**config.mk**
```make
export PLATFORM = sky130hd
export DESIGN_NAME = matrix_col_driver
export DESIGN_NICKNAME = d
export VERILOG_FILES = /design/src/rtl/matrix_col_driver.sv
export SDC_FILE = /design/constraint.sdc
export NUM_CORES = 1
export LEC_CHECK = 0
export CAP_MARGIN = 10
export CORE_ASPECT_RATIO = 1.75
export CORE_MARGIN = 2
export CORE_UTILIZATION = 39
export DETAILED_ROUTE_END_ITERATION = 12
export GPL_TIMING_DRIVEN = 0
export PLACE_DENSITY = 0.57
export SLEW_MARGIN = 20
export SYNTH_ARGS = -nofsm -noshare
export SYNTH_HDL_FRONTEND = slang
export SYNTH_SLANG_ARGS = --single-unit
```
**constraint.sdc**
```tcl
create_clock -name clk -period 12.6 [get_ports clk]
set_input_delay 1.26 -clock clk [delete_from_list [all_inputs] [get_ports clk]]
set_output_delay 1.26 -clock clk [all_outputs]
set_load 0.01 [all_outputs]
```
**src/rtl/matrix_col_driver.sv**
```systemverilog
// matrix_col_driver
// Column-data driver for the 8x8 LED dot matrix, the data-side partner of the
// row scanner. Holds a double-buffered frame (front/back banks). Control logic
// writes rows into the back bank. The front bank drives led_col for the row
// currently being scanned. Banks swap only at a frame boundary, so a
// half-written frame is never shown.
//
// Ports:
//   clk        system clock (shared with the row scanner)
//   rst        asynchronous, active-high reset
//   on_st      display enable, nonzero = on (same signal as the row scanner)
//   wr_en      back-bank write strobe
//   wr_row     row index for the write
//   wr_data    column pattern for the write, bit n = column n, 1 = LED on
//   swap_req   single-cycle request to swap banks at the next frame boundary
//   led_col    registered column drive for the current row, active-high
//   swap_pend  a swap is requested and not yet performed
//   swap_ack   high on the cycle whose clock edge performs the swap
//   frame_sync one-cycle pulse while led_col presents row 0
//
// Build option:
//   MATRIX_AUTOCLEAR_EN  when defined, the new back bank (the old front) is
//                        cleared on the cycle after swap_ack; a write in that
//                        cycle still lands in its own row.
//
// Swap FSM:
//   state | meaning
//   IDLE  | no swap outstanding
//   PEND  | swap requested, waiting for scan_cnt == 7

module matrix_col_driver #(
    parameter int ROWS = 8,
    parameter int COLS = 8
) (
    input  logic            clk,
    input  logic            rst,
    input  logic [1:0]      on_st,
    input  logic            wr_en,
    input  logic [2:0]      wr_row,
    input  logic [COLS-1:0] wr_data,
    input  logic            swap_req,
    output logic [COLS-1:0] led_col,
    output logic            swap_pend,
    output logic            swap_ack,
    output logic            frame_sync
);

    typedef enum logic {
        IDLE = 1'b0,
        PEND = 1'b1
    } state_t;

    state_t          state;
    state_t          state_nxt;
    logic [2:0]      scan_cnt;
    logic            front_sel;
    logic [COLS-1:0] bank [2][ROWS];
    logic            display_on;
    logic            at_boundary;

    assign display_on  = |on_st;
    assign at_boundary = (scan_cnt == 3'd7);

    // Same reset/increment behaviour as the row scanner's counter, so the
    // two stay aligned without any handshake.
    always_ff @(posedge clk or posedge rst) begin
        if (rst) begin
            scan_cnt <= 3'd0;
        end else begin
            scan_cnt <= scan_cnt + 3'd1;
        end
    end

    always_ff @(posedge clk or posedge rst) begin
        if (rst) begin
            state <= IDLE;
        end else begin
            state <= state_nxt;
        end
    end

    // A request seen on the boundary cycle while already pending is a fresh
    // request for the following frame; otherwise extra requests are absorbed.
    always_comb begin
        state_nxt = state;
        case (state)
            IDLE: if (swap_req && !at_boundary) state_nxt = PEND;
            PEND: if (at_boundary) state_nxt = swap_req ? PEND : IDLE;
            default: state_nxt = IDLE;
        endcase
    end

    always_comb begin
        swap_pend = (state == PEND);
        swap_ack  = at_boundary && ((state == PEND) || swap_req);
    end

    always_ff @(posedge clk or posedge rst) begin
        if (rst) begin
            front_sel <= 1'b0;
        end else if (swap_ack) begin
            front_sel <= ~front_sel;
        end
    end

    // Row 0 loads on the edge after the swap, so it already sees the new front.
    always_ff @(posedge clk or posedge rst) begin
        if (rst) begin
            led_col    <= '0;
            frame_sync <= 1'b0;
        end else begin
            led_col    <= display_on ? bank[front_sel][scan_cnt] : '0;
            frame_sync <= display_on && (scan_cnt == 3'd0);
        end
    end

`ifdef MATRIX_AUTOCLEAR_EN
    logic clr_q;

    always_ff @(posedge clk or posedge rst) begin
        if (rst) begin
            clr_q <= 1'b0;
        end else begin
            clr_q <= swap_ack;
        end
    end
`endif

    // Writes use the pre-edge front_sel, so a write on the swap edge lands in
    // the bank that is about to become the front.
    always_ff @(posedge clk or posedge rst) begin
        if (rst) begin
            for (int b = 0; b < 2; b++) begin
                for (int r = 0; r < ROWS; r++) begin
                    bank[b][r] <= '0;
                end
            end
        end else begin
`ifdef MATRIX_AUTOCLEAR_EN
            if (clr_q) begin
                for (int r = 0; r < ROWS; r++) begin
                    bank[~front_sel][r] <= '0;
                end
            end
`endif
            // Placed after the clear so the written row wins.
            if (wr_en) begin
                bank[~front_sel][wr_row] <= wr_data;
            end
        end
    end

endmodule

```
==> impl_metrics.toml <==
[clock_tree]
tritoncts = "yes"
h-tree-depth = 4
cts_sinks = 142
post_cts_buffers = 0
clk_pin_slew_worst_paths_ns = 0.06
cts_buffers = 17
cts_buffer_depth = 2
clk_latency_ns = 0.43
clock-root-buffer = "clkbuf_16"
postCtsHoldBufs = 0
cts_resized = 0

[timing]
finalCriticalPeriod_ns = 3.77
final_max_slew_viol_count = 0
fin_skew_ns = 0.0106
setup_violations = 0
rsz0062_at_grt = "no"
fmax_ghz = 0.266
max_slew_margin = 0.497
final-hold-violation-count = 0
setup_tns_ns = 0
fin_hold_ws_ns = 0.505
setup_ws_ns = 8.83
tightestPinTransition_ns = 0.754
period_share = 0.299

[synthesis]
ys.warnings.count = 0
synth_top_area_frac = 0.551
async_flop_share = 1.00
syn_avg_cell_area_um2 = 15.0
yosys-top-cells-area = "dfrtp_1 55%, mux2_2 21%, mux4_2 7.0%"
ys_ff_latch = 142
synthCells = 430
synth_fp_nets = 450
synth_top_area_cell = "dfrtp_1"
ys_seq_area_frac = 0.551
ys_types = 34
synth_commonest_cells = "142 x dfrtp_1, 120 x mux2_2, 28 x mux2i_1, 20 x mux4_2, 18 x nand2_1"
synth_edf_count = 0
netlist_area_um2 = 6440
yosysMostFrequentCell = "dfrtp_1"
synth-main-ff-cell = "dfrtp_1"

[floorplan]
core_um2 = 16300
fp.dieW_um = 101
ioPinCount = 28
dieArea_um2 = 17600
core.rowCount = 62
start_util = 0.396
dieHeight_um = 174

[pwr]
switching_share = 0.253
pwr-share-clk = 0.373
p_int_w = 0.000986
power.density_nw_per_um2 = 175
finalPower_w = 0.00132
ir_drop_mv = 0.0849
power_frac_seq = 0.461
switchingPower_w = 0.000334
p_leak_nw = 3.25
p_comb_frac = 0.166

[outcome]
status = "finished clean"

[critical_path]
path_max_fanout = 2
max_stage_delay_ns = 0.56
endpoint_kind = "primary output"
cp_data_required_time_ns = 11.34
worstSetupStartpointType = "primary input"
crit_buf_inv = 2
cp_top_family = "buffers and inverters"
critPathKind = "primary input to primary output"
cp_slowest_cell = "clkdlybuf4s50_1"
worstPathCellList = "clkdlybuf4s50_1 > nor2_1 > nor2_1 > clkdlybuf4s50_1"
worstPathArrival_ns = 2.51

[hold_path]
worstHoldPathType = "flip-flop to flip-flop"

[drt]
route.detailed.drc = 0
vias = 3746
ant_nets = 0
totalWireLength_um = 15000
vias_per_cell = 5.52
drt_iter0_markers = 138
dr.pass1.iters = 4
wl_per_cell_um = 22.0

[cells_and_area]
stdcell_area_um2 = 7540
synthToLayoutAreaGrowth_pct = 17.0
nFillCells = 1454
diodes = 0
nets = 495
drive_gt1_frac = 0.419

[global_routing]
grt_pass1_vias = 4149
grt_max_degree = 113
grt_pass1_wl_um = 23800
grtUsageTotal = 0.185
antenna_found_initial = 0
grt-ovfl-total = 0

[job]
cap_violations = 0

[place]
dpl.hpwl_um = 10600
place_congestion = 0.811
placed_area_um2 = 6970
io_buffers = 25
preCtsSetupSlack_ns = 8.82
[registers in the layout (all words and copies together), names as in the netlist]
| register | cells |
|---|---|
| frame_sync | 1 |
| swap_pend | 1 |
| bank | 128 |
| scan_cnt | 3 |
| front_sel | 1 |
| led_col | 8 |
[cell usage in the layout (no fill, tap or decap), drive strengths merged]
master	Yosys	routed
dfrtp	142	142
mux2	128	128
clkbuf	12	30
mux2i	28	28
clkdlybuf4s50	0	25
mux4	20	20
nand2	18	18
nor2	16	16
buf	12	13
a22oi	7	7
clkinv	0	6
o2111ai	5	5
a311oi	5	5
a21oi	5	5
inv	4	5
nand3b	4	4
clkinvlp	0	4
or3	3	3
nor2b	3	3
ha	3	3
nand2b	2	2
o21ai	2	2
o22ai	2	2
and2	2	2
bufinv	0	2
nor3b	1	1
nand3	1	1
or2	1	1
o211ai	1	1
maj3	1	1
xor2	1	1
and3	1	1
[worst paths after layout]
path                                             from                    end  slack, ns  cells after the start
worst max register to register  scan_cnt[0]$_DFF_PP0_   led_col[3]$_DFF_PP0_      10.51                      5
min in group asynchronous                         rst   bank[62]$_DFFE_PP0P_       1.18                      2
max in group asynchronous                         rst  bank[106]$_DFFE_PP0P_      10.59                      3
worst min-delay path             bank[97]$_DFFE_PP0P_   bank[97]$_DFFE_PP0P_       0.50                      1
worst max-delay path                         swap_req               swap_ack       8.83                      4
worst min register to register   bank[97]$_DFFE_PP0P_   bank[97]$_DFFE_PP0P_       0.50                      1
[layout make-up]
type	instances	area [µm²]	area share
well taps	192	240	0.0318
repair buffers	26	278	0.0368
clock buffers	18	429	0.0569
clock inverters	13	144	0.0191
multi-input cells	260	2740	0.363
flip-flops and latches	142	3550	0.471
plain buffers	24	138	0.0182
inverters	4	22.5	0.00299
[per-layer routing]
layer	track usage	vias up	routed length, µm
met5	0	-	0
met2	0.321	48	8240
met1	0.221	1996	6080
li1	-	1675	-
met3	0.0382	27	292
met4	0.0698	0	341
[kinds of logic (layout without fill, tap and decap cells)]
group / count (synthesis) / in the layout / share of synthesized area
compound gates: 27 / 27 / 0.0303
buf+inv: 28 / 85 / 0.0237
flops: 142 / 142 / 0.551
mux: 176 / 176 / 0.342
fa+ha+maj: 4 / 4 / 0.00738
simple gates: 52 / 52 / 0.0443
xor+xnor: 1 / 1 / 0.00136
[power groups by stage]
stage	Sequential (W)	Combinational, W	Clock, W
5_1_grt	0.000620	0.000239	0.000521
3_3_place_gp	0.000609	0.000212	0
6_report	0.000608	0.000219	0.000493
3_5_place_dp	0.000616	0.000221	0
4_1_cts	0.000608	0.000222	0.000502
2_1_floorplan	0.000602	0.000166	0
[worst reg2reg max path, stage by stage (launching register included)]
cell	delay [ns]
dfrtp_1	0.44
buf_2	0.34
nor2b_1	0.60
nand2_1	0.18
a311oi_1	0.31
a21oi_1	0.09
[per-stage QoR]
step                std cells  utilization
floorplan                 430            -
global placement          647        0.426
detailed placement        648        0.428
CTS                       679        0.463
global route              679        0.463
finish                    679        0.463
(Power assumes the default switching activity.)
